$ cat src/rtl/alu_seq_pipe.sv
// alu_seq_pipe: valid/ready ALU with a registered result stage
// and an iterative restoring divider for non-zero divisors.
module alu_seq_pipe #(
  parameter int WIDTH = 32,
  parameter int TAG_W = 4,
  localparam int SHIFT_W = $clog2(WIDTH)
) (
  input  logic               clk,
  input  logic               rst_n,
  input  logic               in_valid,
  output logic               in_ready,
  input  logic [3:0]         opcode,
  input  logic [WIDTH-1:0]   input1,
  input  logic [WIDTH-1:0]   input2,
  input  logic [SHIFT_W-1:0] shiftValue,
  input  logic [TAG_W-1:0]   inTag,
  output logic               out_valid,
  input  logic               out_ready,
  output logic [WIDTH-1:0]   result,
  output logic               carryFlag,
  output logic               zeroFlag,
  output logic               divZeroFlag,
  output logic               illegalOpFlag,
  output logic [TAG_W-1:0]   outTag
);

  localparam int CW = SHIFT_W + 1;

  localparam logic [3:0] OP_ROL = 4'd0;
  localparam logic [3:0] OP_ROR = 4'd1;
  localparam logic [3:0] OP_MAX = 4'd2;
  localparam logic [3:0] OP_MIN = 4'd3;
  localparam logic [3:0] OP_ADD = 4'd4;
  localparam logic [3:0] OP_SUB = 4'd5;
  localparam logic [3:0] OP_DIV = 4'd6;
  localparam logic [3:0] OP_NOR = 4'd7;
  localparam logic [3:0] OP_OR  = 4'd8;

  typedef enum logic {IDLE, DIV_RUN} state_e;

  state_e             state_q, state_d;
  logic               out_valid_q, out_valid_d;
  logic [WIDTH-1:0]   result_q, result_d;
  logic               carry_q, carry_d;
  logic               zero_q, zero_d;
  logic               dz_q, dz_d;
  logic               ill_q, ill_d;
  logic [TAG_W-1:0]   tag_q, tag_d;
  logic [WIDTH-1:0]   rem_q, rem_d;
  logic [WIDTH-1:0]   quo_q, quo_d;
  logic [WIDTH-1:0]   dsr_q, dsr_d;
  logic [TAG_W-1:0]   dtag_q, dtag_d;
  logic [CW-1:0]      cnt_q, cnt_d;

  logic               fire;
  logic               div_long;
  logic [SHIFT_W-1:0] neg_s;
  logic [WIDTH:0]     sum_w, dif_w;
  logic [WIDTH-1:0]   sc_res;
  logic               sc_carry, sc_dz, sc_ill;
  logic [WIDTH:0]     trial, trial_sub;
  logic               q_bit;
  logic [WIDTH-1:0]   rem_n, quo_n;

  assign in_ready = (state_q == IDLE) && (!out_valid_q || out_ready);
  assign fire     = in_valid && in_ready;
  assign div_long = (opcode == OP_DIV) && (input2 != '0);

  // Rotate as two shifts; -s mod WIDTH keeps s=0 free of a WIDTH shift.
  always_comb begin
    neg_s    = '0 - shiftValue;
    sum_w    = {1'b0, input1} + {1'b0, input2};
    dif_w    = {1'b0, input1} - {1'b0, input2};
    sc_res   = '0;
    sc_carry = 1'b0;
    sc_dz    = 1'b0;
    sc_ill   = 1'b0;
    case (opcode)
      OP_ROL: sc_res = (input1 << shiftValue) | (input1 >> neg_s);
      OP_ROR: sc_res = (input1 >> shiftValue) | (input1 << neg_s);
      OP_MAX: sc_res = (input1 >= input2) ? input1 : input2;
      OP_MIN: sc_res = (input1 <= input2) ? input1 : input2;
      OP_ADD: begin
        sc_res   = sum_w[WIDTH-1:0];
        sc_carry = sum_w[WIDTH];
      end
      OP_SUB: begin
        sc_res   = dif_w[WIDTH-1:0];
        sc_carry = dif_w[WIDTH];
      end
      OP_DIV: sc_dz  = (input2 == '0);
      OP_NOR: sc_res = ~(input1 | input2);
      OP_OR:  sc_res = input1 | input2;
      default: sc_ill = 1'b1;
    endcase
  end

  always_comb begin
    state_d     = state_q;
    out_valid_d = out_valid_q;
    result_d    = result_q;
    carry_d     = carry_q;
    zero_d      = zero_q;
    dz_d        = dz_q;
    ill_d       = ill_q;
    tag_d       = tag_q;
    rem_d       = rem_q;
    quo_d       = quo_q;
    dsr_d       = dsr_q;
    dtag_d      = dtag_q;
    cnt_d       = cnt_q;

    trial     = {rem_q, quo_q[WIDTH-1]};
    trial_sub = trial - {1'b0, dsr_q};
    q_bit     = !trial_sub[WIDTH];
    rem_n     = q_bit ? trial_sub[WIDTH-1:0] : trial[WIDTH-1:0];
    quo_n     = {quo_q[WIDTH-2:0], q_bit};

    if (out_valid_q && out_ready) out_valid_d = 1'b0;

    unique case (state_q)
      IDLE: begin
        if (fire) begin
          if (div_long) begin
            state_d = DIV_RUN;
            cnt_d   = CW'(WIDTH);
            rem_d   = '0;
            quo_d   = input1;
            dsr_d   = input2;
            dtag_d  = inTag;
          end else begin
            out_valid_d = 1'b1;
            result_d    = sc_res;
            carry_d     = sc_carry;
            zero_d      = (sc_res == '0);
            dz_d        = sc_dz;
            ill_d       = sc_ill;
            tag_d       = inTag;
          end
        end
      end
      DIV_RUN: begin
        rem_d = rem_n;
        quo_d = quo_n;
        cnt_d = cnt_q - CW'(1);
        if (cnt_q == CW'(1)) begin
          state_d     = IDLE;
          out_valid_d = 1'b1;
          result_d    = quo_n;
          carry_d     = 1'b0;
          zero_d      = (quo_n == '0);
          dz_d        = 1'b0;
          ill_d       = 1'b0;
          tag_d       = dtag_q;
        end
      end
      default: state_d = IDLE;
    endcase
  end

  always_ff @(posedge clk or negedge rst_n) begin
    if (!rst_n) begin
      state_q     <= IDLE;
      out_valid_q <= 1'b0;
      result_q    <= '0;
      carry_q     <= 1'b0;
      zero_q      <= 1'b0;
      dz_q        <= 1'b0;
      ill_q       <= 1'b0;
      tag_q       <= '0;
      rem_q       <= '0;
      quo_q       <= '0;
      dsr_q       <= '0;
      dtag_q      <= '0;
      cnt_q       <= '0;
    end else begin
      state_q     <= state_d;
      out_valid_q <= out_valid_d;
      result_q    <= result_d;
      carry_q     <= carry_d;
      zero_q      <= zero_d;
      dz_q        <= dz_d;
      ill_q       <= ill_d;
      tag_q       <= tag_d;
      rem_q       <= rem_d;
      quo_q       <= quo_d;
      dsr_q       <= dsr_d;
      dtag_q      <= dtag_d;
      cnt_q       <= cnt_d;
    end
  end

  assign out_valid     = out_valid_q;
  assign result        = result_q;
  assign carryFlag     = carry_q;
  assign zeroFlag      = zero_q;
  assign divZeroFlag   = dz_q;
  assign illegalOpFlag = ill_q;
  assign outTag        = tag_q;

endmodule

$ cat config.mk
export PLATFORM = sky130hd
export DESIGN_NAME = alu_seq_pipe
export DESIGN_NICKNAME = d
export VERILOG_FILES = /design/src/rtl/alu_seq_pipe.sv
export SDC_FILE = /design/constraint.sdc
export NUM_CORES = 1
export LEC_CHECK = 0
export CORE_MARGIN = 10
export CORE_UTILIZATION = 45
export CTS_CLUSTER_DIAMETER = 30
export DETAILED_ROUTE_END_ITERATION = 8
export DONT_BUFFER_PORTS = 1
export MAX_ROUTING_LAYER = met4
export PLACE_DENSITY = 0.68
export SYNTH_ARGS = -nofsm -noshare
export SYNTH_HDL_FRONTEND = slang
export SYNTH_SLANG_ARGS = --single-unit
$ cat constraint.sdc
create_clock -name clk -period 4.9 [get_ports clk]
set_input_delay 0.98 -clock clk [delete_from_list [all_inputs] [get_ports clk]]
set_output_delay 0.98 -clock clk [all_outputs]
set_load 0.05 [all_outputs]
==> implementation parameters, run 1 <==
Parameter                              Value

CTS
  Insertion delay of the later-clocked pin in the worst-skew pair    0.49 ns
  Clock input transition at the sequential cells of the worst setup and hold paths    0.10 ns
  Number of clock sinks    148
  Post-CTS setup buffers    0
  Buffers from clock root to sink, at most    2
  TritonCTS buffer count    17
  Number of H-tree levels    4
  CTS tree    done
  Clock root cell    clkbuf_16

Setup path
  Crit path arrival time    5.30 ns
  Start-to-end type of the worst setup path    in2reg
  Slack of the worst reg-to-reg path    0.32 ns
  Category of the worst setup path capture point    flop
  Worst EP required    5.29 ns
  CP Max Fanout    149
  CP startpoint kind    input pin

Power
  IR drop worst, VDD    0.5477 mV
  Cell Pwr Density    366.7 nW/um^2
  Leakage component of the power    0.01070 uW
  Power consumption    9003 uW

Placed design
  PortBufs    0
  Final GP Congestion    1.101
  Placed cell count    3447
  Placed standard-cell area    23900 sq um
  HPWL Detailed    93.21 mm

GRT
  Maximum number of pins on one net before global-route repair    150
  First-pass GRT wire length    176.9 mm
  Overall global routing resource usage    0.4349
  Number of global-route vias before repair    23840
  Antenna violations before repair    11
  Congestion Overflow GR    0

Route
  Violation count after the first detailed-routing iteration    4670
  Antenna viol nets, final    0
  Number of design rule violations left after detail routing    0
  First-pass DRT Iterations    7
  Detail-routed via count per cell    7.338
  Number of vias in the routed layout    25610
  Final routed wire length divided by cell count    35.70 um
  Overall routed net length    124.6 mm

STA
  Slack of the critical path    -0.001273 ns
  Setup repair after global routing missed its margin    no
  Max frequency    0.2040 GHz
  Worst rel slew slack    0.1219
  Max Transition Viols Final    0
  Final cycle utilization of the critical path    1.000
  TNS Setup    -0.001273 ns
  Final-report hold violation count    0
  Clock period minus worst slack    4.901 ns
  Transition time at the pin with the least slew margin    1.301 ns
  Worst clock skew    0.03416 ns
  Count of final setup violators    1

Finish
  Area of all placed cells without fillers    24550 sq um
  Final std cells w/o fill    3490
  Final Util    0.5121
  Register area    3705 sq um
  Number of fill cells    4518
  Area grow syn2layout    11.86%
  Multi-input logic area    16730 sq um
  Layout Nets    3066
  Fraction of layout instances using a drive strength above 1    0.1704

Synthesis
  Number of distinct library cells after synthesis    94
  Ys async rst share    1.000
  Post-synth design cell area    21950 sq um
  Share of synthesized area occupied by flip-flops and latches    0.1687
  Synthesized instance count    2814
  Synth cell count leaders    342 x nand2_1, 289 x nor2_1, 204 x o21ai_0
  Cell types with the largest area share after synthesis    dfrtp_1 17%, mux4_2 11%, ha_1 7.5%
  Synth Flop Type    dfrtp_1
  Area leader, netlist    dfrtp_1
  Count of yosys warnings during synthesis    0
  Number of synthesized register bits    148
  Number of nets in the synthesized netlist    3029
  Proportion of netlist area held by the largest area contributor    0.1687
  EDFF count, synth    0
  Most used standard cell by instance count after synthesis    nand2_1
  Mean post-synth cell area    7.801 sq um

Floorplanning
  # IOs    123
  Core footprint    47950 sq um
  Vert. Die Dim    240.9 um
  Die width    240.9 um
  Cell Rows    80
  Die area    58020 sq um
  Starting utilization of the core area    0.4579

Outcome
  Violations in the final reports    negative setup slack
  Result of the run    finished with violations

Run
  Maxcap violations    0

Worst hold path
  Class of the worst hold path    in2async
[power by group]
group          internal (uW)  switching, uW  total [uW]  leakage (uW)
Clock                    731            672        1400      0.000291
Sequential              1660           1040        2700       0.00184
Combinational           1980           2920        4900       0.00857
Total                   4370           4630        9000        0.0107
[critical path, stage by stage]
cell	delay [ns]
inv_2	0.07
ha_4	0.48
buf_12	0.20
buf_12	0.15
mux2i_1	0.18
o22ai_1	0.13
buf_4	0.18
mux2i_1	0.18
o21ai_0	0.13
a32oi_1	0.62
nand3_1	0.33
nor4b_1	0.53
buf_4	0.23
nand4b_1	0.09
nor4_1	0.39
nand4_1	0.15
o21ai_1	0.16
[layout by cell type (no fill, tap or decap), types with 16 or more instances in the layout]
cell type / Yosys / routed
nand2_1: 342 / 342
nor2_1: 289 / 287
buf_4: 16 / 255
o21ai_0: 204 / 204
a21oi_1: 174 / 173
dfrtp_1: 148 / 147
mux2i_1: 146 / 145
inv_1: 132 / 130
ha_1: 131 / 130
mux4_2: 112 / 113
nor3_1: 81 / 80
nand3_1: 50 / 50
a211oi_1: 50 / 50
o221ai_1: 47 / 47
a22oi_1: 43 / 43
o211ai_1: 42 / 42
nor4_1: 44 / 41
o22ai_1: 41 / 41
a21o_1: 41 / 41
xnor2_1: 38 / 35
mux2_2: 29 / 29
nor2b_1: 26 / 26
nand2b_1: 24 / 24
a221oi_1: 19 / 19
o31ai_1: 18 / 18
a221o_1: 18 / 18
clkbuf_16: 0 / 17
and3_1: 16 / 16
[final cells by class]
type | instances | area share
clock inverters | 15 | 0.007439
well taps | 615 | 0.03134
clock buffers | 17 | 0.01732
repair buffers | 270 | 0.09019
inverters | 133 | 0.02033
diodes | 11 | 0.001121
flip-flops and latches | 148 | 0.1509
multi-input cells | 2281 | 0.6814
[kinds of logic after synthesis]
| family | count (synthesis) | share of synthesized area |
|---|---|---|
| AO/OA/AOI/OAI | 864 | 0.2637 |
| XOR/XNOR | 54 | 0.02154 |
| adder cells (fa/ha/maj) | 134 | 0.07740 |
| buffers and inverters | 385 | 0.07484 |
| flip-flops | 148 | 0.1687 |
| multiplexers | 293 | 0.2030 |
| AND/OR/NAND/NOR | 936 | 0.1908 |
[routing by layer]
layer / share of wire / up-vias / global-route usage / wire, um
met3: 0.11 / 533 / 0.1149 / 14260
li1: - / 10600 / - / -
met5: 0 / - / - / 0
met1: 0.35 / 12370 / 0.4955 / 43660
met4: 0.091 / 0 / 0.3254 / 11380
met2: 0.44 / 2108 / 0.6509 / 55280
[state kept, by name, summed over array words and instances (netlist names)]
name	flops
cnt_q	6
dsr_q	32
state_q	1
rem_q	32
zeroFlag	1
carryFlag	1
quo_q	32
illegalOpFlag	1
divZeroFlag	1
dtag_q	4
outTag	4
result	32
out_valid	1
[per-stage QoR]
stage | hold slack (ns) | worst slack (ns)
after floorplan | 0.4374 | 0.01963
after global placement | 0.4526 | -0.5401
after detailed placement | 0.4630 | -0.4905
after CTS | 0.1606 | 0.1663
after global routing | 0.1848 | 0.01113
final | 0.2018 | -0.001273
[path summary, 6_finish.rpt]
path                                        from                    end  cells after the start
max                                shiftValue[0]   zeroFlag$_DFFE_PN0P_                     17
min                                        rst_n  quo_q[15]$_DFFE_PN0P_                      0
max reg2reg                quo_q[31]$_DFFE_PN0P_   quo_q[0]$_DFFE_PN0P_                     17
min reg2reg                dtag_q[0]$_DFFE_PN0P_  dtag_q[0]$_DFFE_PN0P_                      2
max in group asynchronous                  rst_n      state_q$_DFF_PN0_                      0
min in group clk           dtag_q[0]$_DFFE_PN0P_  dtag_q[0]$_DFFE_PN0P_                      2
[repair_timing]
item	4_1_cts	5_1_grt
gates resized for setup	1	4
cloned	0	0
endpoints found under the setup margin	1	21
hold buffers	0	0
No activity file was read; power rests on OpenSTA's default activity.
==> run 2: changes to the inputs <==
CAP_MARGIN = 30   (was default)
SETUP_SLACK_MARGIN = 0.3   (was default)
==> implementation parameters, run 2 (same netlist as run 1, synthesis figures left out) <==
Parameter                              Value

Outcome
  Result of the run    complete, no violations (was finished with violations)

Setup path
  Slack of the worst reg-to-reg path    0.48 ns (was 0.32 ns)
  Crit path arrival time    5.22 ns (was 5.30 ns)
  Crit-path most repeated cell    nor3_1
  Kind of cell with the highest combined delay on the critical path    simple AND/OR/NAND/NOR gates (unchanged)
  Path depth of the worst reg2reg path    18 (was 17)
  Start point of the critical path    shiftValue[0] (unchanged)
  Crit. path cell count    17 (unchanged)
  Cell chain of the critical path    inv_6 -> ha_4 -> buf_12 -> mux4_2 -> buf_4 -> mux2i_2 -> nor2_1 -> nor3_1 -> nor3_1 -> nor3_1 -> o211a_1 -> o21ai_1 -> or4_1 -> nor4_2 -> buf_4 -> nand4_1 -> o21ai_1 (was inv_2 -> ha_4 -> buf_12 -> buf_12 -> mux2i_1 -> o22ai_1 -> buf_4 -> mux2i_1 -> o21ai_0 -> a32oi_1 -> nand3_1 -> nor4b_1 -> buf_4 -> nand4b_1 -> nor4_1 -> nand4_1 -> o21ai_1)
  CP startpoint kind    input pin (unchanged)
  Slowest library cell on the worst path    or4_1 (was a32oi_1)
  Worst EP required    5.29 ns (about the same)
  Critical R2R Capture    rem_q[1]$_DFFE_PN0P_ (was quo_q[0]$_DFFE_PN0P_)
  Start-to-end type of the worst setup path    in2reg (unchanged)
  Category of the worst setup path capture point    flop (unchanged)
  CP Max Fanout    149 (unchanged)
  Worst reg2reg path startpoint    quo_q[31]$_DFFE_PN0P_ (unchanged)
  Critical path's largest stage delay    0.62 ns (about the same)
  Worst setup path endpoint    zeroFlag$_DFFE_PN0P_ (unchanged)
  Crit path buf inv count    4 (was 5)

Floorplanning
  Cell Rows    80 (unchanged)
  Die area    58020 sq um (unchanged)
  Starting utilization of the core area    0.4579 (unchanged)
  Die width    240.9 um (unchanged)
  # IOs    123 (unchanged)
  Core footprint    47950 sq um (unchanged)
  Vert. Die Dim    240.9 um (unchanged)

Route
  Number of vias in the routed layout    25920 (was 25610)
  First-pass DRT Iterations    6 (was 7)
  Number of design rule violations left after detail routing    0 (unchanged)
  Overall routed net length    123.2 mm (was 124.6 mm)
  Final routed wire length divided by cell count    34.70 um (was 35.70 um)
  Antenna viol nets, final    0 (unchanged)
  Violation count after the first detailed-routing iteration    3844 (was 4670)
  Detail-routed via count per cell    7.300 (was 7.338)

CTS
  Number of H-tree levels    4 (unchanged)
  Clock input transition at the sequential cells of the worst setup and hold paths    0.08 ns (was 0.10 ns)
  Insertion delay of the later-clocked pin in the worst-skew pair    0.48 ns (was 0.49 ns)
  Hold buffer count at cts    0 (unchanged)
  Number of clock sinks    148 (unchanged)
  Buffers from clock root to sink, at most    2 (unchanged)
  TritonCTS buffer count    17 (unchanged)
  Clock root cell    clkbuf_16 (unchanged)
  CTS tree    done (unchanged)

STA
  Count of final setup violators    0 (was 1)
  Clock period minus worst slack    4.824 ns (was 4.901 ns)
  Worst rel slew slack    0.3393 (was 0.1219)
  Max Transition Viols Final    0 (unchanged)
  Transition time at the pin with the least slew margin    0.9874 ns (was 1.301 ns)
  Max frequency    0.2073 GHz (was 0.2040 GHz)
  Worst clock skew    0.02154 ns (was 0.03416 ns)
  Final Hold Slack    0.2014 ns (was 0.2018 ns)
  Setup repair after global routing missed its margin    yes (was no)
  Slack of the critical path    0.07589 ns (was -0.001273 ns)
  Final cycle utilization of the critical path    0.9845 (was 1.000)
  Final-report hold violation count    0 (unchanged)

Run
  Maxcap violations    0 (unchanged)

GRT
  Congestion Overflow GR    0 (unchanged)
  First-pass GRT wire length    176.0 mm (was 176.9 mm)
  Antenna violations before repair    8 (was 11)
  Maximum number of pins on one net before global-route repair    150 (unchanged)
  Number of global-route vias before repair    24490 (was 23840)
  Overall global routing resource usage    0.4293 (was 0.4349)

Power
  Power consumption    9061 uW (was 9003 uW)
  Cell Pwr Density    362.7 nW/um^2 (was 366.7 nW/um^2)
  IR drop worst, VDD    0.4051 mV (was 0.5477 mV)
  Leakage component of the power    0.01098 uW (was 0.01070 uW)

Finish
  Leading cell type in the layout, fill and taps excluded    nand2_1 (unchanged)
  Fraction of layout instances using a drive strength above 1    0.1897 (was 0.1704)
  Register area    3705 sq um (unchanged)
  Area grow syn2layout    13.80% (was 11.86%)
  Multi-input logic area    16760 sq um (was 16730 sq um)
  Number of fill cells    4563 (was 4518)
  Commonest non-fill, non-tap cells in the layout    342 x nand2_1, 320 x buf_4, 286 x nor2_1 (was 342 x nand2_1, 287 x nor2_1, 255 x buf_4)
  Layout Nets    3127 (was 3066)
  Final Util    0.5211 (was 0.5121)
  Final std cells w/o fill    3551 (was 3490)

Worst hold path
  Class of the worst hold path    in2async (unchanged)

Placed design
  Post-Place Setup Slack    -0.09026 ns (was -0.4905 ns)
  PortBufs    0 (unchanged)
  Placed cell count    3506 (was 3447)
  Final GP Congestion    1.093 (was 1.101)
  HPWL Detailed    91.20 mm (was 93.21 mm)
[run 2: metrics by stage]
step / instance area, sq um / setup TNS (ns)
finish: 24980 / 0
floorplan: 22060 / 0
CTS: 24890 / 0
detailed placement: 24280 / -0.09026
global route: 24970 / 0
global placement: 24280 / -0.1666
[run 2: repair_timing]
item / CTS / global route
endpoints found under the setup margin: 34 / 36
setup buffers: 0 / 0
gates resized for setup: 2 / 11
pin swaps: 0 / 1
[run 2: metal layers]
layer,track usage,part of all wire,vias to the layer above
li1,-,-,10730
met1,0.4747,0.34,12500
met2,0.6569,0.45,2093
met3,0.1236,0.12,599
met4,0.3115,0.090,0
met5,-,0,-
[run 2: final cells by class]
| cell class | count | share of cell area |
|---|---|---|
| inverters | 133 | 0.02018 |
| clock buffers | 17 | 0.01703 |
| flip-flops and latches | 148 | 0.1483 |
| multi-input cells | 2281 | 0.6710 |
| clock inverters | 15 | 0.007012 |
| repair buffers | 331 | 0.1046 |
| diodes | 11 | 0.001102 |
| well taps | 615 | 0.03080 |
[run 2: worst min path at each step]
| stage | slack, ns | cells past startpoint | from | to |
|---|---|---|---|---|
| floorplan | 0.44 | 2 | quo_q[29]$_DFFE_PN0P_ | quo_q[29]$_DFFE_PN0P_ |
| global placement | 0.45 | 2 | quo_q[29]$_DFFE_PN0P_ | quo_q[29]$_DFFE_PN0P_ |
| detailed placement | 0.46 | 2 | quo_q[29]$_DFFE_PN0P_ | quo_q[29]$_DFFE_PN0P_ |
| CTS | 0.18 | 0 | rst_n | result[28]$_DFFE_PN0P_ |
| global route | 0.19 | 0 | rst_n | cnt_q[0]$_DFFE_PN0P_ |
| finish | 0.20 | 0 | rst_n | cnt_q[0]$_DFFE_PN0P_ |
[run 2: worst reg2reg max path, stage by stage (launching register included)]
cell,delay [ns]
dfrtp_1,0.48
inv_1,0.07
ha_1,0.23
fa_1,0.40
nor2b_1,0.15
o21ai_0,0.17
a21boi_1,0.27
a2111oi_1,0.12
o31a_1,0.37
o311ai_2,0.40
buf_4,0.20
a21oi_2,0.08
a2111o_1,0.41
o211ai_1,0.14
buf_12,0.21
buf_4,0.20
mux2i_1,0.23
nand2_1,0.07
o21ai_0,0.11
[run 2: power breakdown]
group,total [uW],switching (uW),internal (uW)
sequential,2660,1000,1660
combinational,5020,2920,2090
clock,1380,691,692
total,9060,4620,4450
